[config.mk]
export PLATFORM = sky130hd
export DESIGN_NAME = mc_control_fsm
export DESIGN_NICKNAME = d
export VERILOG_FILES = /design/src/rtl/mc_control_fsm_pkg.sv /design/src/rtl/mc_control_fsm_alu_decoder.sv /design/src/rtl/mc_control_fsm.sv
export SDC_FILE = /design/constraint.sdc
export NUM_CORES = 1
export LEC_CHECK = 0
export CAP_MARGIN = 20
export CORE_MARGIN = 5
export CORE_UTILIZATION = 34
export CTS_BUF_LIST = sky130_fd_sc_hd__clkbuf_4 sky130_fd_sc_hd__clkbuf_8 sky130_fd_sc_hd__clkbuf_16
export CTS_CLUSTER_SIZE = 12
export DETAILED_ROUTE_END_ITERATION = 6
export PLACE_DENSITY = 0.81
export RECOVER_POWER = 50
export SYNTH_ARGS = -nofsm -noshare
export SYNTH_HDL_FRONTEND = slang
export SYNTH_SLANG_ARGS = --single-unit
export TNS_END_PERCENT = 10
[constraint.sdc]
create_clock -name clk -period 1.8 [get_ports clk]
set_input_delay 0.36 -clock clk [delete_from_list [all_inputs] [get_ports clk]]
set_output_delay 0.36 -clock clk [all_outputs]
set_load 0.05 [all_outputs]
[src/rtl/mc_control_fsm_pkg.sv]
// Shared types and encodings for the multicycle RISC-V control unit:
// FSM state enum, opcode constants, ALUOp and ALUControl codes.
package mc_control_fsm_pkg;

  typedef enum logic [3:0] {
    S_FETCH    = 4'd0,
    S_DECODE   = 4'd1,
    S_MEMADR   = 4'd2,
    S_MEMREAD  = 4'd3,
    S_MEMWB    = 4'd4,
    S_MEMWRITE = 4'd5,
    S_EXECUTER = 4'd6,
    S_EXECUTEI = 4'd7,
    S_ALUWB    = 4'd8,
    S_BEQ      = 4'd9,
    S_JAL      = 4'd10,
    S_ILLEGAL  = 4'd11
  } state_t;

  localparam logic [6:0] OP_LOAD   = 7'b0000011;
  localparam logic [6:0] OP_STORE  = 7'b0100011;
  localparam logic [6:0] OP_RTYPE  = 7'b0110011;
  localparam logic [6:0] OP_ITYPE  = 7'b0010011;
  localparam logic [6:0] OP_BRANCH = 7'b1100011;
  localparam logic [6:0] OP_JAL    = 7'b1101111;

  localparam logic [2:0] ALU_ADD = 3'b000;
  localparam logic [2:0] ALU_SUB = 3'b001;
  localparam logic [2:0] ALU_AND = 3'b010;
  localparam logic [2:0] ALU_OR  = 3'b011;
  localparam logic [2:0] ALU_SLT = 3'b101;

  localparam logic [1:0] ALUOP_ADD   = 2'b00;
  localparam logic [1:0] ALUOP_SUB   = 2'b01;
  localparam logic [1:0] ALUOP_FUNCT = 2'b10;

  // Immediate format selected purely by opcode; unknown opcodes fall back to I.
  function automatic logic [1:0] imm_src_of(input logic [6:0] op);
    case (op)
      OP_STORE:  return 2'b01;
      OP_BRANCH: return 2'b10;
      OP_JAL:    return 2'b11;
      default:   return 2'b00;
    endcase
  endfunction

endpackage

[src/rtl/mc_control_fsm_alu_decoder.sv]
// ALU decoder: maps ALUOp plus instruction function fields to ALUControl.
module alu_decoder
  import mc_control_fsm_pkg::*;
(
  input  logic [6:0] op,
  input  logic [2:0] funct3,
  input  logic       funct7b5,
  input  logic [1:0] ALUOp,
  output logic [2:0] ALUControl
);

  always_comb begin
    ALUControl = ALU_ADD;
    case (ALUOp)
      ALUOP_SUB: ALUControl = ALU_SUB;
      ALUOP_FUNCT: begin
        case (funct3)
          // addi never subtracts, even when imm[10] happens to be set
          3'b000:  ALUControl = (op == OP_RTYPE && funct7b5) ? ALU_SUB : ALU_ADD;
          3'b010:  ALUControl = ALU_SLT;
          3'b110:  ALUControl = ALU_OR;
          3'b111:  ALUControl = ALU_AND;
          default: ALUControl = ALU_ADD;
        endcase
      end
      default: ALUControl = ALU_ADD;
    endcase
  end

endmodule

[src/rtl/mc_control_fsm.sv]
// Multicycle RISC-V control FSM with memory-ready stalls, one-shot store
// strobe and an illegal-opcode trap state that holds until reset.
module mc_control_fsm
  import mc_control_fsm_pkg::*;
#(
  parameter int MEM_HANDSHAKE = 1
) (
  input  logic       clk,
  input  logic       reset,
  input  logic [6:0] op,
  input  logic [2:0] funct3,
  input  logic       funct7b5,
  input  logic       zero,
  input  logic       mem_ready,
  output logic       PCWrite,
  output logic       AdrSrc,
  output logic       MemWrite,
  output logic       IRWrite,
  output logic       RegWrite,
  output logic [1:0] ResultSrc,
  output logic [1:0] ALUSrcA,
  output logic [1:0] ALUSrcB,
  output logic [1:0] ImmSrc,
  output logic [2:0] ALUControl,
  output logic       illegal_instr,
  output logic [3:0] state
);

  state_t     state_q, state_d;
  logic       wr_done_q, wr_done_d;
  logic       mem_ok;
  logic       pc_write, adr_src, mem_write, ir_write, reg_write, illegal;
  logic [1:0] alu_op;

  assign mem_ok = (MEM_HANDSHAKE == 0) ? 1'b1 : mem_ready;

  always_comb begin
    state_d   = state_q;
    wr_done_d = 1'b0;
    pc_write  = 1'b0;
    adr_src   = 1'b0;
    mem_write = 1'b0;
    ir_write  = 1'b0;
    reg_write = 1'b0;
    illegal   = 1'b0;
    ResultSrc = 2'b00;
    ALUSrcA   = 2'b00;
    ALUSrcB   = 2'b00;
    alu_op    = ALUOP_ADD;
    case (state_q)
      S_FETCH: begin
        ir_write  = mem_ok;
        pc_write  = mem_ok;
        ALUSrcB   = 2'b10;
        ResultSrc = 2'b10;
        if (mem_ok) state_d = S_DECODE;
      end
      S_DECODE: begin
        ALUSrcA = 2'b01;
        ALUSrcB = 2'b01;
        case (op)
          OP_LOAD, OP_STORE: state_d = S_MEMADR;
          OP_RTYPE:          state_d = S_EXECUTER;
          OP_ITYPE:          state_d = S_EXECUTEI;
          OP_BRANCH:         state_d = S_BEQ;
          OP_JAL:            state_d = S_JAL;
          default:           state_d = S_ILLEGAL;
        endcase
      end
      S_MEMADR: begin
        ALUSrcA = 2'b10;
        ALUSrcB = 2'b01;
        state_d = (op == OP_LOAD) ? S_MEMREAD : S_MEMWRITE;
      end
      S_MEMREAD: begin
        adr_src = 1'b1;
        if (mem_ok) state_d = S_MEMWB;
      end
      S_MEMWRITE: begin
        // Write strobe only on the first cycle; later stall cycles just wait.
        adr_src   = 1'b1;
        mem_write = ~wr_done_q;
        wr_done_d = 1'b1;
        if (mem_ok) state_d = S_FETCH;
      end
      S_MEMWB: begin
        ResultSrc = 2'b01;
        reg_write = 1'b1;
        state_d   = S_FETCH;
      end
      S_EXECUTER: begin
        ALUSrcA = 2'b10;
        alu_op  = ALUOP_FUNCT;
        state_d = S_ALUWB;
      end
      S_EXECUTEI: begin
        ALUSrcA = 2'b10;
        ALUSrcB = 2'b01;
        alu_op  = ALUOP_FUNCT;
        state_d = S_ALUWB;
      end
      S_ALUWB: begin
        reg_write = 1'b1;
        state_d   = S_FETCH;
      end
      S_BEQ: begin
        ALUSrcA  = 2'b10;
        alu_op   = ALUOP_SUB;
        pc_write = zero;
        state_d  = S_FETCH;
      end
      S_JAL: begin
        ALUSrcA  = 2'b01;
        ALUSrcB  = 2'b10;
        pc_write = 1'b1;
        state_d  = S_ALUWB;
      end
      S_ILLEGAL: illegal = 1'b1;
      default:   state_d = S_FETCH;
    endcase
  end

  always_ff @(posedge clk) begin
    if (!reset) begin
      state_q   <= S_FETCH;
      wr_done_q <= 1'b0;
    end else begin
      state_q   <= state_d;
      wr_done_q <= wr_done_d;
    end
  end

  alu_decoder u_alu_decoder (
    .op         (op),
    .funct3     (funct3),
    .funct7b5   (funct7b5),
    .ALUOp      (alu_op),
    .ALUControl (ALUControl)
  );

  // Strobes are masked while reset is sampled low, including a pending store.
  assign PCWrite       = pc_write  & reset;
  assign AdrSrc        = adr_src;
  assign MemWrite      = mem_write & reset;
  assign IRWrite       = ir_write  & reset;
  assign RegWrite      = reg_write & reset;
  assign illegal_instr = illegal   & reset;
  assign ImmSrc        = imm_src_of(op);
  assign state         = state_q;

endmodule

==> reports/results.ini, run 1 <==
[synth]
synth-compound-area-share_pct = 20.1
synth_cell_types = 34
ys_warn_count = 0
synth_fa_ha_area_share_pct = 3.91
ys_seq_elements = 5
yosys.area_share.simple_pct = 47.1
ys_seq_area_share_pct = 15.6
synthCells = 100
ys_top_cells_by_area = dfxtp_1 (16%), nand2_1 (8.2%), nor2_1 (5.9%)
synth_mux_area_share_pct = 0
synth_top_area_cell = dfxtp_1
syn_area_per_cell_sq_um = 6.41
synth_top_family_by_area = simple AND/OR/NAND/NOR gates
synth_area_sq_um = 641
synth_xor_area_share_pct = 5.47
syn_nets = 117
synth_top_area_share_pct = 15.6

[layout]
final_common_cell = buf_4
nFillCells = 41
area_growth_pct = 163
nets = 184
antenna_cells = 0
drive_gt1_share_pct = 57.8
final_cell_mix = buf_4 (33), buf_12 (18), clkdlybuf4s50_1 (13)

[route]
vias_per_cell = 6.47
drc_errors = 0
dr.pass1.iters = 5
postRouteAntennaNets = 0
routed_wl_um = 4900
wl_per_cell_um = 25.6
drtIter0Drc = 100
via_count = 1235

[worst_setup_path]
cpMostUsedCell = nand2_2
worstSetupEndpointType = output port
cp_top_family = simple AND/OR/NAND/NOR gates
crit_fanout = 3
arrival_ns = 1.81
crit_chain = nor2b_2 > nand2_2 > ha_4 > nand2_2 > buf_6 > nor4_4 > buf_12
start_kind = flop
max_stage_delay_ns = 0.33
crit_buf_inv = 2
regToRegSetupSlack_ns = 0.11
crit_slowest_cell = dfxtp_2
cp.required_ns = 1.44
worstSetupPathType = reg2out

[status]
status = finished with violations
violations = negative setup slack

[place]
place_hpwl_um = 2230
io_buffers = 35
finalWeightedCongestion = 0.878

[floorplanning]
die_w_um = 53.4
io_pins = 36
die_area_sq_um = 2850
die_h_um = 53.4
initial_core_util_pct = 36.3
core_area_sq_um = 1760
rows = 15

[timing]
drv_slew = 0
fin_crit_ns = 2.17
rsz0062_at_grt = true
finalSetupViolCount = 17
slew-limit-headroom_pct = 67.6
hold_violations = 0
setup_ws_ns = -0.369
tightest_slew_ns = 0.485
fmax_mhz = 461
tns_ns = -3.12
fin_skew_ns = 0.0110
finalCritPeriodShare_pct = 120

[clock_network]
root_buffer = clkbuf_4
cts-buffers-inserted = 3
clkTransAtPathRegs_ns = 0.06
cts_tree = done
cts_max_path_buffers = 2
cts.htree.levels = 1
cts.sinks = 5
clk_latency_ns = 0.27

[global_route]
grt_pass1_vias = 1236
grt_max_degree = 18
antenna_found_initial = 0
grt_pass1_wl_um = 6710
overflow = 0
grtUsageTotal_pct = 34.3

[flow_run]
maxCapViolations = 0

[pwr]
peakVddDrop_mv = 0.452
p_per_area_nw_per_um2 = 638
power.leakage_nw = 0.698
power_mw = 1.08

[worst_hold_path]
hp-class = in2reg

## synth_stat cells
master / count
a2111oi_0: 1
a211oi_1: 2
a21boi_1: 1
a21oi_1: 4
a221oi_1: 1
a22oi_1: 1
and3_1: 3
and4_1: 1
buf_2: 4
clkbuf_1: 3
dfxtp_1: 5
ha_1: 2
inv_1: 5
nand2_1: 14
nand2b_1: 4
nand3_1: 5
nand4_1: 1
nand4b_1: 1
nor2_1: 10
nor2b_1: 3
nor3_1: 4
nor3_2: 1
nor4_1: 5
o211a_1: 1
o21ai_0: 3
o21ai_1: 4
o31a_1: 1
o31ai_1: 1
or2_4: 1
or3_1: 2
or4_1: 1
or4b_1: 1
xnor2_1: 1
xor2_1: 3
## worst register-to-register path: cells and delay by family (launching register included)
family                 cells  cell delay (ns)
AOI/OAI and AO/OA          3             0.78
and+or+nand+nor            1             0.13
DFF                        1             0.35
buffers and inverters      3             0.36
## final timing paths
check,startpoint,end,cells after the start
setup / recovery,state[0],ALUControl[2],7
hold / removal,op[6],state[1],5
setup reg to reg,state[1],state[1],7
hold reg to reg,state[2],state[3],3
## logic make-up after synthesis
group / Yosys count
and+or+nand+nor: 57
AOI/OAI and AO/OA: 20
buffers and inverters: 12
DFF: 5
xor gates and xnor gates: 4
adders and majority gates: 2
## flip-flops by register name, indices dropped and copies added, names as in the netlist
register	flops
state	4
wr_done_q	1
## final cells by class
type / instances / area [sq um] / area share, %
clock buffer: 4 / 30.0 / 1.78
inverter: 5 / 18.8 / 1.11
multi-input combinational: 83 / 703 / 41.7
sequential: 5 / 113 / 6.68
tap: 25 / 31.3 / 1.86
timing repair buffer: 69 / 790 / 46.8
## timing repair
item	4_1_cts	5_1_grt
hold buffers	0	0
gates resized for setup	22	13
pin swaps	7	8
endpoints found under the setup margin	13	19
buffers inserted	1	2
## metrics by stage
step / std cells / hold WS (ns) / util (%) / area, sq um / worst slack, ns
global route: 191 / 0.716 / 95.5 / 1690 / -0.445
detailed placement: 184 / 0.670 / 84.8 / 1500 / -0.287
global placement: 184 / 0.660 / 84.8 / 1500 / -0.218
finish: 191 / 0.725 / 95.5 / 1690 / -0.369
CTS: 189 / 0.721 / 92.3 / 1630 / -0.233
floorplan: 100 / 0.480 / - / 748 / -0.388
## report_power, final
group | total [mW] | switching, mW | internal [mW]
combinational | 0.777 | 0.441 | 0.336
sequential | 0.135 | 0.0127 | 0.122
clock | 0.164 | 0.0637 | 0.100
## metal layers
layer	part of all wire (%)	wire (um)	GRT usage, %
met1	36	1750	33.9
met2	46	2260	63.1
met3	11	556	6.76
met4	6.9	338	23.4
met5	0	0	0
(Power assumes the default switching activity.)
==> run 2, diff against run 1 <==
--- a/config.mk
+++ b/config.mk
@@ -13,6 +13,7 @@
 export DETAILED_ROUTE_END_ITERATION = 6
 export PLACE_DENSITY = 0.81
 export RECOVER_POWER = 50
+export SKIP_CTS_REPAIR_TIMING = 1
 export SYNTH_ARGS = -nofsm -noshare
 export SYNTH_HDL_FRONTEND = slang
 export SYNTH_SLANG_ARGS = --single-unit
==> run 2 against run 1 <==
Net effect: the run ends with design-rule violations, negative setup slack left; critical path type unchanged; fmax rose by 1.0%; largest power group unchanged; hold slack got worse by 0.10 ns; die area did not move; clock-buffer cell count did not move; final area fell by 3.1%; clock power rose by 4%; via count fell by 7.0%; first-iteration DRC count fell by 25%; final cell count fell by 1.0%.
==> reports/results.ini, run 2 (same netlist as run 1, synthesis figures left out) <==
[worst_setup_path]
worstSetupPathType = reg2out
crit_slowest_cell = dfxtp_4
arrival_ns = 1.79  ; -0.02 ns
crit_chain = nor2b_4 > nand2_2 > inv_2 > ha_4 > nand2_4 > buf_6 > nor4_4 > buf_12
cp.required_ns = 1.44  ; about the same
start_kind = flop
max_stage_delay_ns = 0.36  ; +0.03 ns
worstSetupEndpointType = output port
crit_fanout = 3  ; unchanged

[global_route]
grt_max_degree = 18  ; unchanged
grt_pass1_vias = 1097  ; -11%
overflow = 0  ; unchanged
grtUsageTotal_pct = 23.5  ; -11 points
antenna_found_initial = 0  ; unchanged
grt_pass1_wl_um = 4860  ; -28%

[clock_network]
clkTransAtPathRegs_ns = 0.06  ; about the same
cts-buffers-inserted = 3  ; unchanged
cts_tree = done
cts_max_path_buffers = 2  ; unchanged
clk_latency_ns = 0.27  ; about the same
cts.htree.levels = 1  ; unchanged
root_buffer = clkbuf_4
cts.sinks = 5  ; unchanged

[worst_hold_path]
hp-class = in2reg

[timing]
slew-limit-headroom_pct = 67.1  ; -0.52 points
tns_ns = -2.56  ; +0.564 ns
tightest_slew_ns = 0.482  ; -0.00338 ns
rsz0062_at_grt = true
fmax_mhz = 466  ; +1.0%
finalSetupViolCount = 16  ; -1
hold_violations = 0  ; unchanged
setup_ws_ns = -0.347  ; +0.0216 ns
fin_skew_ns = 0.00197  ; -0.00898 ns
drv_slew = 0  ; unchanged
finalCritPeriodShare_pct = 119  ; -1.2 points
fin_crit_ns = 2.15  ; -0.0216 ns

[floorplanning]
initial_core_util_pct = 36.3  ; unchanged
core_area_sq_um = 1760  ; unchanged
die_w_um = 53.4  ; unchanged
rows = 15  ; unchanged
die_area_sq_um = 2850  ; unchanged
die_h_um = 53.4  ; unchanged
io_pins = 36  ; unchanged

[place]
place_area_sq_um = 1500  ; unchanged
finalWeightedCongestion = 0.878  ; unchanged
io_buffers = 35  ; unchanged
dp.cells = 184  ; unchanged
place_hpwl_um = 2230  ; unchanged

[pwr]
combPwrFrac_pct = 71.0  ; -1.3 points
p_per_area_nw_per_um2 = 647  ; +1.4%
swShare_pct = 47.7  ; -0.40 points
clock_power_share_pct = 16.1  ; +0.9 points
p_seq_share_pct = 12.8  ; +0.3 points
p_switching_mw = 0.504  ; -2.6%
power_mw = 1.06  ; -1.8%
p_int_mw = 0.552  ; -1.0%
peakVddDrop_mv = 0.408  ; -9.6%
power.leakage_nw = 0.696  ; -0.26%

[layout]
nets = 182  ; -1.1%
fin_cells = 189  ; -1.0%
final_cell_mix = buf_4 (30), buf_12 (18), clkdlybuf4s50_1 (12)
drive_gt1_share_pct = 55.5  ; -2.3 points
seq_area_sq_um = 113  ; unchanged
antenna_cells = 0  ; unchanged
final_common_cell = buf_4
fin_area_sq_um = 1630  ; -3.1%
nFillCells = 70  ; +71%
largest_register_ffs = 4  ; unchanged
area_growth_pct = 155
multi_input_area_sq_um = 673  ; -4.3%

[route]
drtIter0Drc = 75  ; -25%
wl_per_cell_um = 21.4  ; -16%
routed_wl_um = 4050  ; -17%
vias_per_cell = 6.07  ; -6.1%
via_count = 1148  ; -7.0%
drc_errors = 2  ; +2
postRouteAntennaNets = 0  ; unchanged
dr.pass1.iters = 7  ; +2

[status]
status = finished with violations
violations = design-rule violations, negative setup slack

[flow_run]
maxCapViolations = 0  ; unchanged

-- run 2: layout make-up --
| type | instances | share of cell area, % |
|---|---|---|
| inverter | 5 | 1.15 |
| timing repair buffer | 67 | 47.0 |
| tap | 25 | 1.92 |
| clock buffer | 4 | 1.84 |
| sequential | 5 | 6.90 |
| multi-input combinational | 83 | 41.2 |
-- run 2: metrics by stage --
step                hold WS, ns  setup slack, ns  utilization (%)
finish                    0.622           -0.347             92.6
global route              0.631           -0.409             92.6
CTS                       0.687           -0.366             86.5
detailed placement        0.670           -0.287             84.8
global placement          0.660           -0.218             84.8
floorplan                 0.480           -0.388                -
-- run 2: final timing paths --
path	startpoint	to	slack (ns)	cells past startpoint
min	mem_ready	state[2]	0.62	4
max	state[1]	ALUControl[2]	-0.35	8
max reg2reg	state[1]	state[1]	0.11	6
min reg2reg	state[2]	state[3]	0.77	3
-- run 2: critical path: cells and delay by family, from the launching register on --
kind | cells | cell delay, ns
DFF | 1 | 0.36
buffers and inverters | 3 | 0.38
adders and majority gates | 1 | 0.16
and+or+nand+nor | 4 | 0.61
-- run 2: per-layer routing --
layer	vias up	share of wire, %	GRT usage, %
li1	486	-	-
met1	528	35	20.3
met2	98	51	48.0
met3	36	7.4	5.63
met4	0	7.2	12.3
met5	-	0	0
-- run 2: power groups by stage --
stage	Combinational, mW	Sequential, mW	Clock [mW]
2_1_floorplan	0.306	0.168	0
3_3_place_gp	0.658	0.131	0
6_report	0.750	0.136	0.171
3_5_place_dp	0.674	0.132	0
5_1_grt	0.775	0.136	0.174
4_1_cts	0.684	0.130	0.150
